`config.mk`:
```
export PLATFORM = sky130hd
export DESIGN_NAME = id_ex_stage_flat
export DESIGN_NICKNAME = d
export VERILOG_FILES = /design/src/rtl/id_ex_stage_pkg.sv /design/src/rtl/id_ex_stage_if.sv /design/src/rtl/id_ex_stage_load_use_detect.sv /design/src/rtl/id_ex_stage.sv /design/src/flat_wrapper.sv
export SDC_FILE = /design/constraint.sdc
export NUM_CORES = 1
export LEC_CHECK = 0
export BUFFER_PORTS_ARGS = -buffer_cell sky130_fd_sc_hd__clkbuf_2
export CORE_AREA = 2 2 140 142
export DETAILED_ROUTE_END_ITERATION = 10
export DIE_AREA = 0 0 142 144
export PLACE_DENSITY = 0.71
export SYNTH_ARGS = -nofsm -noshare
export SYNTH_HDL_FRONTEND = slang
export SYNTH_HIERARCHICAL = 1
export SYNTH_SLANG_ARGS = --single-unit
```
`constraint.sdc`:
```
create_clock -name clock -period 3.5 [get_ports clock]
set_clock_uncertainty 0.05 [all_clocks]
set_input_delay 0.7 -clock clock [delete_from_list [all_inputs] [get_ports clock]]
set_output_delay 0.7 -clock clock [all_outputs]
set_load 0.02 [all_outputs]
```
`src/rtl/id_ex_stage_pkg.sv`:
```
// ---------------------------------------------------------------------------
// id_ex_stage_pkg
// Shared pipeline definitions for the decode-to-execute boundary:
//   - default datapath / control-bundle widths
//   - id_ex_packet_t, the registered ID/EX packet
//   - ID_EX_NOP, the all-zero bubble packet
//   - sat_inc32, saturating increment used by the stall counter
// ---------------------------------------------------------------------------
package id_ex_stage_pkg;

  localparam int XLEN_DEF   = 32;
  localparam int CTRL_W_DEF = 16;
  localparam int REG_IDX_W  = 5;

  typedef struct packed {
    logic                  valid;
    logic [XLEN_DEF-1:0]   pc;
    logic [XLEN_DEF-1:0]   rega;
    logic [XLEN_DEF-1:0]   regb;
    logic [REG_IDX_W-1:0]  dest;
    logic                  rd_mem;
    logic                  wr_mem;
    logic [CTRL_W_DEF-1:0] ctrl;
  } id_ex_packet_t;

  // A bubble carries no destination and no load flag, so it can never
  // trigger a hazard or be picked up by the forwarding network.
  localparam id_ex_packet_t ID_EX_NOP = '0;

  function automatic logic [31:0] sat_inc32(input logic [31:0] v);
    return (v == 32'hFFFF_FFFF) ? v : v + 32'd1;
  endfunction

endpackage

```
`src/rtl/id_ex_stage_if.sv`:
```
// ---------------------------------------------------------------------------
// id_ex_stage_if
// Bundles every non-clock/reset signal of the ID/EX boundary.
//   master : the surrounding pipeline (IF/ID, register file, forwarding unit,
//            MEM stage, EX redirect); drives inputs, observes ID/EX outputs.
//   slave  : id_ex_stage itself.
// Signals:
//   if_id_*            decoded instruction sitting in IF/ID
//   rf_rega/regb       register-file read data
//   forward_*          forwarding-unit claims and values
//   ex_mem_*           load detection for the instruction in MEM
//   mem_stall          freeze request from MEM
//   ex_take_branch     squash request from EX
//   id_ex_*            registered ID/EX packet
//   if_id_stall        combinational hold request toward fetch/decode
//   load_use_stall_cycles  saturating bubble counter
// ---------------------------------------------------------------------------
interface id_ex_stage_if #(
  parameter int XLEN   = 32,
  parameter int CTRL_W = 16
);

  logic              if_id_valid;
  logic [XLEN-1:0]   if_id_pc;
  logic [4:0]        if_id_rs1;
  logic [4:0]        if_id_rs2;
  logic [4:0]        if_id_dest_reg_idx;
  logic              if_id_rd_mem;
  logic              if_id_wr_mem;
  logic [CTRL_W-1:0] if_id_ctrl;
  logic [XLEN-1:0]   rf_rega;
  logic [XLEN-1:0]   rf_regb;
  logic              forward_rs1;
  logic              forward_rs2;
  logic [XLEN-1:0]   forward_rega_out;
  logic [XLEN-1:0]   forward_regb_out;
  logic [4:0]        ex_mem_dest_reg_idx;
  logic              ex_mem_rd_mem;
  logic              mem_stall;
  logic              ex_take_branch;

  logic              id_ex_valid;
  logic [XLEN-1:0]   id_ex_pc;
  logic [XLEN-1:0]   id_ex_rega;
  logic [XLEN-1:0]   id_ex_regb;
  logic [4:0]        id_ex_dest_reg_idx;
  logic              id_ex_rd_mem;
  logic              id_ex_wr_mem;
  logic [CTRL_W-1:0] id_ex_ctrl;
  logic              if_id_stall;
  logic [31:0]       load_use_stall_cycles;

  modport master (
    output if_id_valid, if_id_pc, if_id_rs1, if_id_rs2, if_id_dest_reg_idx,
           if_id_rd_mem, if_id_wr_mem, if_id_ctrl, rf_rega, rf_regb,
           forward_rs1, forward_rs2, forward_rega_out, forward_regb_out,
           ex_mem_dest_reg_idx, ex_mem_rd_mem, mem_stall, ex_take_branch,
    input  id_ex_valid, id_ex_pc, id_ex_rega, id_ex_regb, id_ex_dest_reg_idx,
           id_ex_rd_mem, id_ex_wr_mem, id_ex_ctrl, if_id_stall,
           load_use_stall_cycles
  );

  modport slave (
    input  if_id_valid, if_id_pc, if_id_rs1, if_id_rs2, if_id_dest_reg_idx,
           if_id_rd_mem, if_id_wr_mem, if_id_ctrl, rf_rega, rf_regb,
           forward_rs1, forward_rs2, forward_rega_out, forward_regb_out,
           ex_mem_dest_reg_idx, ex_mem_rd_mem, mem_stall, ex_take_branch,
    output id_ex_valid, id_ex_pc, id_ex_rega, id_ex_regb, id_ex_dest_reg_idx,
           id_ex_rd_mem, id_ex_wr_mem, id_ex_ctrl, if_id_stall,
           load_use_stall_cycles
  );

endinterface

```
`src/rtl/id_ex_stage_load_use_detect.sv`:
```
// ---------------------------------------------------------------------------
// load_use_detect
// Purely combinational load-use hazard compare for the instruction in decode
// against loads currently in EX (the ID/EX register) and in MEM.
// Ports:
//   if_id_valid_i        decode slot holds a real instruction
//   rs1_i, rs2_i         decode source indices
//   ex_valid_i           ID/EX holds a real instruction
//   ex_rd_mem_i, ex_dest_i   load flag / destination of the instruction in EX
//   mem_rd_mem_i, mem_dest_i load flag / destination of the instruction in MEM
//   hazard_o             decode must wait for the load data
// ---------------------------------------------------------------------------
module load_use_detect (
  input  logic       if_id_valid_i,
  input  logic [4:0] rs1_i,
  input  logic [4:0] rs2_i,
  input  logic       ex_valid_i,
  input  logic       ex_rd_mem_i,
  input  logic [4:0] ex_dest_i,
  input  logic       mem_rd_mem_i,
  input  logic [4:0] mem_dest_i,
  output logic       hazard_o
);

  logic ex_hit;
  logic mem_hit;

  // x0 is never a real producer, so a load targeting it never blocks.
  assign ex_hit  = ex_valid_i & ex_rd_mem_i & (ex_dest_i != 5'd0) &
                   ((ex_dest_i == rs1_i) | (ex_dest_i == rs2_i));
  assign mem_hit = mem_rd_mem_i & (mem_dest_i != 5'd0) &
                   ((mem_dest_i == rs1_i) | (mem_dest_i == rs2_i));

  assign hazard_o = if_id_valid_i & (ex_hit | mem_hit);

endmodule

```
`src/rtl/id_ex_stage.sv`:
```
// ---------------------------------------------------------------------------
// id_ex_stage
// Decode-to-execute pipeline register. Resolves operands from the register
// file or the forwarding network, inserts bubbles on load-use hazards while
// holding IF/ID, squashes on an EX redirect and freezes on a memory stall.
// Ports:
//   clock   pipeline clock, rising edge
//   reset   synchronous, active-high
//   bus     id_ex_stage_if.slave (all pipeline inputs and ID/EX outputs)
// Update priority per edge: reset > mem_stall hold > branch squash >
// load-use bubble > normal capture.
// ---------------------------------------------------------------------------
module id_ex_stage
  import id_ex_stage_pkg::*;
#(
  parameter int CTRL_W = CTRL_W_DEF,
  parameter int XLEN   = XLEN_DEF
) (
  input  logic          clock,
  input  logic          reset,
  id_ex_stage_if.slave  bus
);

  logic [XLEN-1:0] id_rega;
  logic [XLEN-1:0] id_regb;
  logic            load_use_hazard;

  id_ex_packet_t   pkt_d, pkt_q;
  logic [31:0]     load_use_cnt_d, load_use_cnt_q;

  assign id_rega = bus.forward_rs1 ? bus.forward_rega_out : bus.rf_rega;
  assign id_regb = bus.forward_rs2 ? bus.forward_regb_out : bus.rf_regb;

  load_use_detect u_load_use_detect (
    .if_id_valid_i (bus.if_id_valid),
    .rs1_i         (bus.if_id_rs1),
    .rs2_i         (bus.if_id_rs2),
    .ex_valid_i    (pkt_q.valid),
    .ex_rd_mem_i   (pkt_q.rd_mem),
    .ex_dest_i     (pkt_q.dest),
    .mem_rd_mem_i  (bus.ex_mem_rd_mem),
    .mem_dest_i    (bus.ex_mem_dest_reg_idx),
    .hazard_o      (load_use_hazard)
  );

  always_comb begin
    pkt_d          = pkt_q;
    load_use_cnt_d = load_use_cnt_q;
    // Under mem_stall everything holds; EX keeps presenting ex_take_branch
    // until the stall releases, so ignoring it here loses nothing.
    if (!bus.mem_stall) begin
      if (bus.ex_take_branch) begin
        pkt_d = ID_EX_NOP;
      end else if (load_use_hazard) begin
        pkt_d          = ID_EX_NOP;
        load_use_cnt_d = sat_inc32(load_use_cnt_q);
      end else begin
        pkt_d.valid  = bus.if_id_valid;
        pkt_d.pc     = bus.if_id_pc;
        pkt_d.rega   = id_rega;
        pkt_d.regb   = id_regb;
        pkt_d.ctrl   = bus.if_id_ctrl[CTRL_W-1:0];
        // An empty slot must not look like a load or a producer downstream.
        pkt_d.dest   = bus.if_id_valid ? bus.if_id_dest_reg_idx : 5'd0;
        pkt_d.rd_mem = bus.if_id_valid & bus.if_id_rd_mem;
        pkt_d.wr_mem = bus.if_id_valid & bus.if_id_wr_mem;
      end
    end
  end

  always_ff @(posedge clock) begin
    if (reset) begin
      pkt_q          <= ID_EX_NOP;
      load_use_cnt_q <= '0;
    end else begin
      pkt_q          <= pkt_d;
      load_use_cnt_q <= load_use_cnt_d;
    end
  end

  // A squash makes the younger instruction irrelevant, so the hazard must not
  // hold fetch in that cycle.
  assign bus.if_id_stall = bus.mem_stall | (load_use_hazard & ~bus.ex_take_branch);

  assign bus.id_ex_valid           = pkt_q.valid;
  assign bus.id_ex_pc              = pkt_q.pc;
  assign bus.id_ex_rega            = pkt_q.rega;
  assign bus.id_ex_regb            = pkt_q.regb;
  assign bus.id_ex_dest_reg_idx    = pkt_q.dest;
  assign bus.id_ex_rd_mem          = pkt_q.rd_mem;
  assign bus.id_ex_wr_mem          = pkt_q.wr_mem;
  assign bus.id_ex_ctrl            = pkt_q.ctrl;
  assign bus.load_use_stall_cycles = load_use_cnt_q;

endmodule

```
`src/flat_wrapper.sv`:
```
// flat-port wrapper written by rule: the top's interface ports become plain ports
module id_ex_stage_flat import id_ex_stage_pkg::*;
#(
  parameter int CTRL_W = CTRL_W_DEF,
  parameter int XLEN   = XLEN_DEF
)
  (clock, reset, bus_if_id_valid, bus_if_id_pc, bus_if_id_rs1, bus_if_id_rs2, bus_if_id_dest_reg_idx, bus_if_id_rd_mem, bus_if_id_wr_mem, bus_if_id_ctrl, bus_rf_rega, bus_rf_regb, bus_forward_rs1, bus_forward_rs2, bus_forward_rega_out, bus_forward_regb_out, bus_ex_mem_dest_reg_idx, bus_ex_mem_rd_mem, bus_mem_stall, bus_ex_take_branch, bus_id_ex_valid, bus_id_ex_pc, bus_id_ex_rega, bus_id_ex_regb, bus_id_ex_dest_reg_idx, bus_id_ex_rd_mem, bus_id_ex_wr_mem, bus_id_ex_ctrl, bus_if_id_stall, bus_load_use_stall_cycles);
  id_ex_stage_if #(.XLEN(XLEN), .CTRL_W(CTRL_W)) bus_i ();
  input  logic clock;
  input  logic reset;
  input wire logic [$bits(bus_i.if_id_valid)-1:0] bus_if_id_valid;
  input wire logic [$bits(bus_i.if_id_pc)-1:0] bus_if_id_pc;
  input wire logic [$bits(bus_i.if_id_rs1)-1:0] bus_if_id_rs1;
  input wire logic [$bits(bus_i.if_id_rs2)-1:0] bus_if_id_rs2;
  input wire logic [$bits(bus_i.if_id_dest_reg_idx)-1:0] bus_if_id_dest_reg_idx;
  input wire logic [$bits(bus_i.if_id_rd_mem)-1:0] bus_if_id_rd_mem;
  input wire logic [$bits(bus_i.if_id_wr_mem)-1:0] bus_if_id_wr_mem;
  input wire logic [$bits(bus_i.if_id_ctrl)-1:0] bus_if_id_ctrl;
  input wire logic [$bits(bus_i.rf_rega)-1:0] bus_rf_rega;
  input wire logic [$bits(bus_i.rf_regb)-1:0] bus_rf_regb;
  input wire logic [$bits(bus_i.forward_rs1)-1:0] bus_forward_rs1;
  input wire logic [$bits(bus_i.forward_rs2)-1:0] bus_forward_rs2;
  input wire logic [$bits(bus_i.forward_rega_out)-1:0] bus_forward_rega_out;
  input wire logic [$bits(bus_i.forward_regb_out)-1:0] bus_forward_regb_out;
  input wire logic [$bits(bus_i.ex_mem_dest_reg_idx)-1:0] bus_ex_mem_dest_reg_idx;
  input wire logic [$bits(bus_i.ex_mem_rd_mem)-1:0] bus_ex_mem_rd_mem;
  input wire logic [$bits(bus_i.mem_stall)-1:0] bus_mem_stall;
  input wire logic [$bits(bus_i.ex_take_branch)-1:0] bus_ex_take_branch;
  output wire logic [$bits(bus_i.id_ex_valid)-1:0] bus_id_ex_valid;
  output wire logic [$bits(bus_i.id_ex_pc)-1:0] bus_id_ex_pc;
  output wire logic [$bits(bus_i.id_ex_rega)-1:0] bus_id_ex_rega;
  output wire logic [$bits(bus_i.id_ex_regb)-1:0] bus_id_ex_regb;
  output wire logic [$bits(bus_i.id_ex_dest_reg_idx)-1:0] bus_id_ex_dest_reg_idx;
  output wire logic [$bits(bus_i.id_ex_rd_mem)-1:0] bus_id_ex_rd_mem;
  output wire logic [$bits(bus_i.id_ex_wr_mem)-1:0] bus_id_ex_wr_mem;
  output wire logic [$bits(bus_i.id_ex_ctrl)-1:0] bus_id_ex_ctrl;
  output wire logic [$bits(bus_i.if_id_stall)-1:0] bus_if_id_stall;
  output wire logic [$bits(bus_i.load_use_stall_cycles)-1:0] bus_load_use_stall_cycles;
  assign bus_i.if_id_valid = bus_if_id_valid;
  assign bus_i.if_id_pc = bus_if_id_pc;
  assign bus_i.if_id_rs1 = bus_if_id_rs1;
  assign bus_i.if_id_rs2 = bus_if_id_rs2;
  assign bus_i.if_id_dest_reg_idx = bus_if_id_dest_reg_idx;
  assign bus_i.if_id_rd_mem = bus_if_id_rd_mem;
  assign bus_i.if_id_wr_mem = bus_if_id_wr_mem;
  assign bus_i.if_id_ctrl = bus_if_id_ctrl;
  assign bus_i.rf_rega = bus_rf_rega;
  assign bus_i.rf_regb = bus_rf_regb;
  assign bus_i.forward_rs1 = bus_forward_rs1;
  assign bus_i.forward_rs2 = bus_forward_rs2;
  assign bus_i.forward_rega_out = bus_forward_rega_out;
  assign bus_i.forward_regb_out = bus_forward_regb_out;
  assign bus_i.ex_mem_dest_reg_idx = bus_ex_mem_dest_reg_idx;
  assign bus_i.ex_mem_rd_mem = bus_ex_mem_rd_mem;
  assign bus_i.mem_stall = bus_mem_stall;
  assign bus_i.ex_take_branch = bus_ex_take_branch;
  assign bus_id_ex_valid = bus_i.id_ex_valid;
  assign bus_id_ex_pc = bus_i.id_ex_pc;
  assign bus_id_ex_rega = bus_i.id_ex_rega;
  assign bus_id_ex_regb = bus_i.id_ex_regb;
  assign bus_id_ex_dest_reg_idx = bus_i.id_ex_dest_reg_idx;
  assign bus_id_ex_rd_mem = bus_i.id_ex_rd_mem;
  assign bus_id_ex_wr_mem = bus_i.id_ex_wr_mem;
  assign bus_id_ex_ctrl = bus_i.id_ex_ctrl;
  assign bus_if_id_stall = bus_i.if_id_stall;
  assign bus_load_use_stall_cycles = bus_i.load_use_stall_cycles;
  id_ex_stage #(.CTRL_W(CTRL_W), .XLEN(XLEN)) u_core (.clock(clock), .reset(reset), .bus(bus_i));
endmodule
```
## Yosys cells after proc, flatten, opt, wreduce, memory -nomap -nowiden

Cells that the tools add are included.

- Register bits: 152
- Input bits: 206
- Output and inout bits: 153
- Logic and storage cells: 39

- Add/subtract/negate cells: 1
- Eq/ne operators: 5
- Multiplexer cells: 5
- Bitwise logic cells: 16
- Reduce and logical (&&, ||, !) cells: 3

Operators by type and width:

| operator | number |
|---|---|
| 120-bit two-way mux | 2 |
| 32-bit two-way mux | 2 |
| 32-bit by 1-bit adder with 32-bit output, second input constant | 1 |
| 32-bit equality test, second input constant | 1 |
| 5-bit equality test | 4 |
| 5-bit nonzero test | 2 |
| 1-bit bitwise AND | 9 |
| 5-bit two-way mux | 1 |
| 1-bit bitwise OR | 4 |
| 4-bit AND reduction | 1 |
| 1-bit inverter | 3 |

## Depth between registers and ports, before layout

- Word-level depth: 7
- Depth in mapped cells: 10
- Gate-level depth less buffers: 9

## By module

The synthesis kept the hierarchy.

By module, submodules not included:

| module | instances | cells each | area an instance (um^2) | sequential area each (um^2) |
|---|---|---|---|---|
| id_ex_stage | 1 | 671 | 6,378.6 | 3,042.9 |
| load_use_detect | 1 | 35 | 262.8 | 0.0 |

## Worst setup path after synthesis

OpenSTA, ideal clock, no wires.

- Path type: in2reg
- Start: input bus_if_id_rs1[0]
- End: register u_core.load_use_cnt_q[25], in the netlist u_core/bus.load_use_stall_cycles[25]
- Setup time: 0.071 ns
- Arrival: 3.075 ns
- Data required time: 3.379 ns
- Path slack: 0.304 ns
- Stages: 10
- Path buffers: 2
- Cell sequence: xor2_1 nor3_1 a22oi_1 o22ai_1 or3b_1 buf_6 or4_1 buf_2 or4_1 a21oi_1

- Cells in the longest elaborated chain, start to end: 6
- Elaborated cells on any way between the ends: 9
- Classes of those cells: 2 x eq/ne; 6 x bitwise; 1 x reduce/logical

RTL lines:

| what | RTL line | source |
|---|---|---|
| from (decl) | flat_wrapper.sv:13 | `input wire logic [$bits(bus_i.if_id_rs1)-1:0] bus_if_id_rs1;` |
| 5-bit equality test (on tied branches) | id_ex_stage_load_use_detect.sv:30, id_ex_stage_load_use_detect.sv:32 |  |
| 1-bit bitwise OR (on tied branches) | id_ex_stage_load_use_detect.sv:30, id_ex_stage_load_use_detect.sv:32 |  |
| 1-bit bitwise AND (on tied branches) | id_ex_stage_load_use_detect.sv:29, id_ex_stage_load_use_detect.sv:31 |  |
| 1-bit bitwise OR (*) | id_ex_stage_load_use_detect.sv:34 | `assign hazard_o = if_id_valid_i & (ex_hit \| mem_hit);` |
| 1-bit bitwise AND (*) | id_ex_stage_load_use_detect.sv:34 |  |
| named net u_core.load_use_hazard | id_ex_stage.sv:26 | `logic load_use_hazard;` |
| 4-bit AND reduction (no line) (*) | n/a |  |
| to (signal assigned) | id_ex_stage.sv:77 | `load_use_cnt_q <= load_use_cnt_d;` |
| to (decl) | id_ex_stage.sv:29 | `logic [31:0] load_use_cnt_d, load_use_cnt_q;` |

Mark *: on every way through the listed nets, which the timed path passes. The rest lies on a longest branch.
A chain may end at the register's enable or synchronous reset.

## Worst setup path in the final report

- Start: input bus_if_id_rs2[4]
- End: register u_core.load_use_cnt_q[25], in the netlist u_core/bus.load_use_stall_cycles[25]

- Cells in the longest elaborated chain, start to end: 6
- Elaborated cells on any way between the ends: 9
- Classes of those cells: 2 x eq/ne; 6 x bitwise; 1 x reduce/logical

RTL lines:

| what | RTL line | source |
|---|---|---|
| from (decl) | flat_wrapper.sv:14 | `input wire logic [$bits(bus_i.if_id_rs2)-1:0] bus_if_id_rs2;` |
| 5-bit equality test (on tied branches) | id_ex_stage_load_use_detect.sv:30, id_ex_stage_load_use_detect.sv:32 |  |
| 1-bit bitwise OR (on tied branches) | id_ex_stage_load_use_detect.sv:30, id_ex_stage_load_use_detect.sv:32 |  |
| 1-bit bitwise AND (on tied branches) | id_ex_stage_load_use_detect.sv:29, id_ex_stage_load_use_detect.sv:31 |  |
| 1-bit bitwise OR (*) | id_ex_stage_load_use_detect.sv:34 |  |
| 1-bit bitwise AND (*) | id_ex_stage_load_use_detect.sv:34 |  |
| named net u_core.load_use_hazard | id_ex_stage.sv:26 |  |
| 4-bit AND reduction (no line) (*) | n/a |  |

Marked as above.

==> results.json <==
{
  "die_h_microns": 144,
  "synth-edff-count": 0,
  "grt_pass1_vias": 6202,
  "synth_area_sq_um": 6640,
  "max-slew-margin-rel": 0.419,
  "synth_fp_nets": 913,
  "ff2ff_path_depth": 8,
  "synthFlopType": "dfxtp_1",
  "grt_overflow": 0,
  "placementRows": 51,
  "maxCapViolations": 0,
  "worstSetupPathType": "in -> reg",
  "cp.required_ns": 3.78,
  "vdd_drop_max_uv": 302,
  "hold_class": "reg -> reg",
  "core_sq_um": 19100,
  "netlist_instances": 706,
  "areaGrowthSynthToFinish_pct": 38.7,
  "vias_per_cell": 5.18,
  "cts_max_level": 4,
  "tightest_slew_ns": 0.871,
  "nFillCells": 1846,
  "rrSetupSlack_ns": 0.43,
  "drive_gt1_frac": 0.452,
  "clockRootBuffer": "clkbuf_16",
  "drt_iter0_drc": 345,
  "p_switching_uw": 1100,
  "postSynthAreaPerCell_sq_um": 9.41,
  "fp.dieW_microns": 142,
  "hold_viol_final": 0,
  "slew_violations": 0,
  "p_seq_frac": 0.429,
  "routed-via-count": 6679,
  "p_sw_frac": 0.259,
  "power.share.clock": 0.446,
  "post_cts_buffers": 0,
  "p_leak_uw": 0.00419,
  "grt_max_degree": 77,
  "clock-sinks": 152,
  "cts_tree": "yes",
  "rsz0062_at_grt": "no",
  "drcViolationCount": 0,
  "powerDensity_nw_per_um2": 459,
  "fin_crit_ns": 3.10,
  "gp_congestion": 0.944,
  "final_cell_area_sq_um": 9210,
  "cts_buffers": 17,
  "place_hpwl_microns": 15600,
  "fin_ws_ns": 0.398,
  "comb_power_share": 0.125,
  "async_flop_share": 0,
  "ys_types": 45,
  "period_share": 0.886,
  "track_usage": 0.198,
  "die-area_sq_um": 20400,
  "first_pass_iters": 4,
  "ctsResizeCount": 0,
  "io-pin-count": 359,
  "status": "finished clean",
  "critPathLaunchType": "input pin",
  "timing.rr.end": "u_core/bus.load_use_stall_cycles[25]",
  "r2r_start": "u_core/bus.id_ex_dest_reg_idx[0]",
  "end_kind": "flip-flop",
  "min_path_cells": 2,
  "cts.clk_slew.worst_paths_ns": 0.06,
  "holdPathEnd": "u_core/bus.id_ex_pc[16]",
  "drt_wl_total_microns": 21300,
  "antenna_found_initial": 1,
  "worstPathMaxFanout": 8,
  "io_buffers": 358,
  "clk_path_buf_depth": 2,
  "max_freq_mhz": 322,
  "arrival_ns": 3.38,
  "cts_hold_buf": 0,
  "final_antenna_net_count": 0,
  "ys_ff_latch": 152,
  "setup_viol": 0,
  "worstHoldStart": "u_core/bus.id_ex_pc[16]",
  "synth-seq-area-share": 0.458,
  "yosys_warnings": 6,
  "grt_pass1_wl_microns": 32000,
  "fin_nets": 1244,
  "setup_tns_ns": 0,
  "start_util": 0.348,
  "dpl_worst_slack_ns": 0.0473,
  "clk_latency_ns": 0.41,
  "postPlaceCellArea_sq_um": 8600,
  "p_int_uw": 3140,
  "wire_per_inst_microns": 16.5
}
[through the flow]
step / utilization / total power [uW] / hold slack, ns / std cells
2_1_floorplan: - / 2150 / 0.516 / 706
3_3_place_gp: 0.451 / 2370 / 0.440 / 1256
3_5_place_dp: 0.451 / 2380 / 0.448 / 1256
4_1_cts: 0.483 / 4280 / 0.444 / 1288
5_1_grt: 0.483 / 4400 / 0.448 / 1289
6_report: 0.483 / 4230 / 0.458 / 1289
[cell type report]
class                   instances  area (sq um)  area share
flip-flops and latches        152          3040       0.330
well taps                     238           298      0.0323
repair buffers                370          1920       0.209
diodes                          1          2.50    0.000272
clock inverters                13           158      0.0171
multi-input cells             491          3320       0.360
clock buffers                  19           453      0.0492
inverters                       5          18.8     0.00204
[cells by family after synthesis]
logic type / after synthesis / synth area share
multiplexers: 69 / 0.117
buffers and inverters: 63 / 0.0433
adder cells (fa/ha/maj): 1 / 0.00188
flip-flops: 152 / 0.458
AO/OA/AOI/OAI: 173 / 0.184
XOR/XNOR: 25 / 0.0330
AND/OR/NAND/NOR: 223 / 0.163
[cells in the mapped netlist (2+ instances only)]
library cell	count	area [sq um]
or4_1	15	113
clkbuf_1	49	184
o21ai_1	2	10.0
mux2_2	67	754
mux2_1	2	22.5
buf_2	2	10.0
nor3_1	7	35.0
nor4b_1	3	26.3
nand4_1	6	37.5
and2_1	2	12.5
nor2b_1	5	31.3
a21oi_1	22	110
a22oi_1	121	908
or3_1	13	81.3
buf_6	4	45.0
inv_1	5	18.8
xor2_1	23	201
o31ai_1	11	82.6
xnor2_1	2	17.5
dfxtp_1	152	3040
nor4_1	4	25.0
nor2_1	136	510
and4_1	3	26.3
o21ai_0	9	45.0
and3_1	2	12.5
nand2_1	10	37.5
nand3_1	11	55.1
[critical path, stage by stage]
cell      delay [ns]
clkbuf_2        0.11
xor2_1          0.16
nor3_1          0.22
a22oi_1         0.12
o22ai_1         0.24
or3b_1          0.47
or4_1           0.70
or4_1           0.46
a21oi_1         0.20
[power groups by stage]
stage	combinational [uW]	sequential [uW]	clock (uW)
5_1_grt	575	1820	2000
6_report	528	1820	1890
4_1_cts	531	1820	1930
3_3_place_gp	521	1850	0
3_5_place_dp	527	1860	0
2_1_floorplan	234	1920	0
[flip-flops by register name, summed over array words and instances, names as in the netlist]
name                              flops
u_core/bus.id_ex_ctrl                16
u_core/bus.id_ex_dest_reg_idx         5
u_core/bus.id_ex_pc                  32
u_core/bus.id_ex_rd_mem               1
u_core/bus.id_ex_rega                32
u_core/bus.id_ex_regb                32
u_core/bus.id_ex_valid                1
u_core/bus.id_ex_wr_mem               1
u_core/bus.load_use_stall_cycles     32
[metal layers]
metal,up-vias,wire length [microns],share of wire,global-route usage
li1,3237,-,-,-
met1,3161,8470,0.40,0.229
met2,244,10700,0.50,0.338
met3,37,1560,0.073,0.0636
met4,0,535,0.025,0.0832
met5,-,0,0,0
[worst max-delay path by stage]
stage	cells after the start	from	end	slack, ns
floorplan	10	bus_if_id_rs1[0]	u_core/bus.load_use_stall_cycles[25]	0.30
global placement	9	bus_if_id_rs1[0]	u_core/bus.load_use_stall_cycles[31]	0.11
detailed placement	9	bus_if_id_rs1[0]	u_core/bus.load_use_stall_cycles[25]	0.05
CTS	8	u_core/bus.id_ex_dest_reg_idx[0]	u_core/bus.load_use_stall_cycles[25]	0.40
global route	9	bus_if_id_rs2[4]	u_core/bus.load_use_stall_cycles[25]	0.25
finish	9	bus_if_id_rs2[4]	u_core/bus.load_use_stall_cycles[25]	0.40
[placed cells by master, fill, tap and decap left out, types with 6 or more instances in the layout]
cell / count
clkbuf_2: 356
dfxtp_1: 152
nor2_1: 136
a22oi_1: 121
mux2_2: 67
xor2_1: 23
a21oi_1: 22
clkbuf_16: 17
or4_1: 15
or3_1: 13
buf_4: 11
nand3_1: 11
o31ai_1: 11
nand2_1: 10
o21ai_0: 9
nor3_1: 6
nand4_1: 6
Power figures use the tool's default switching activity.
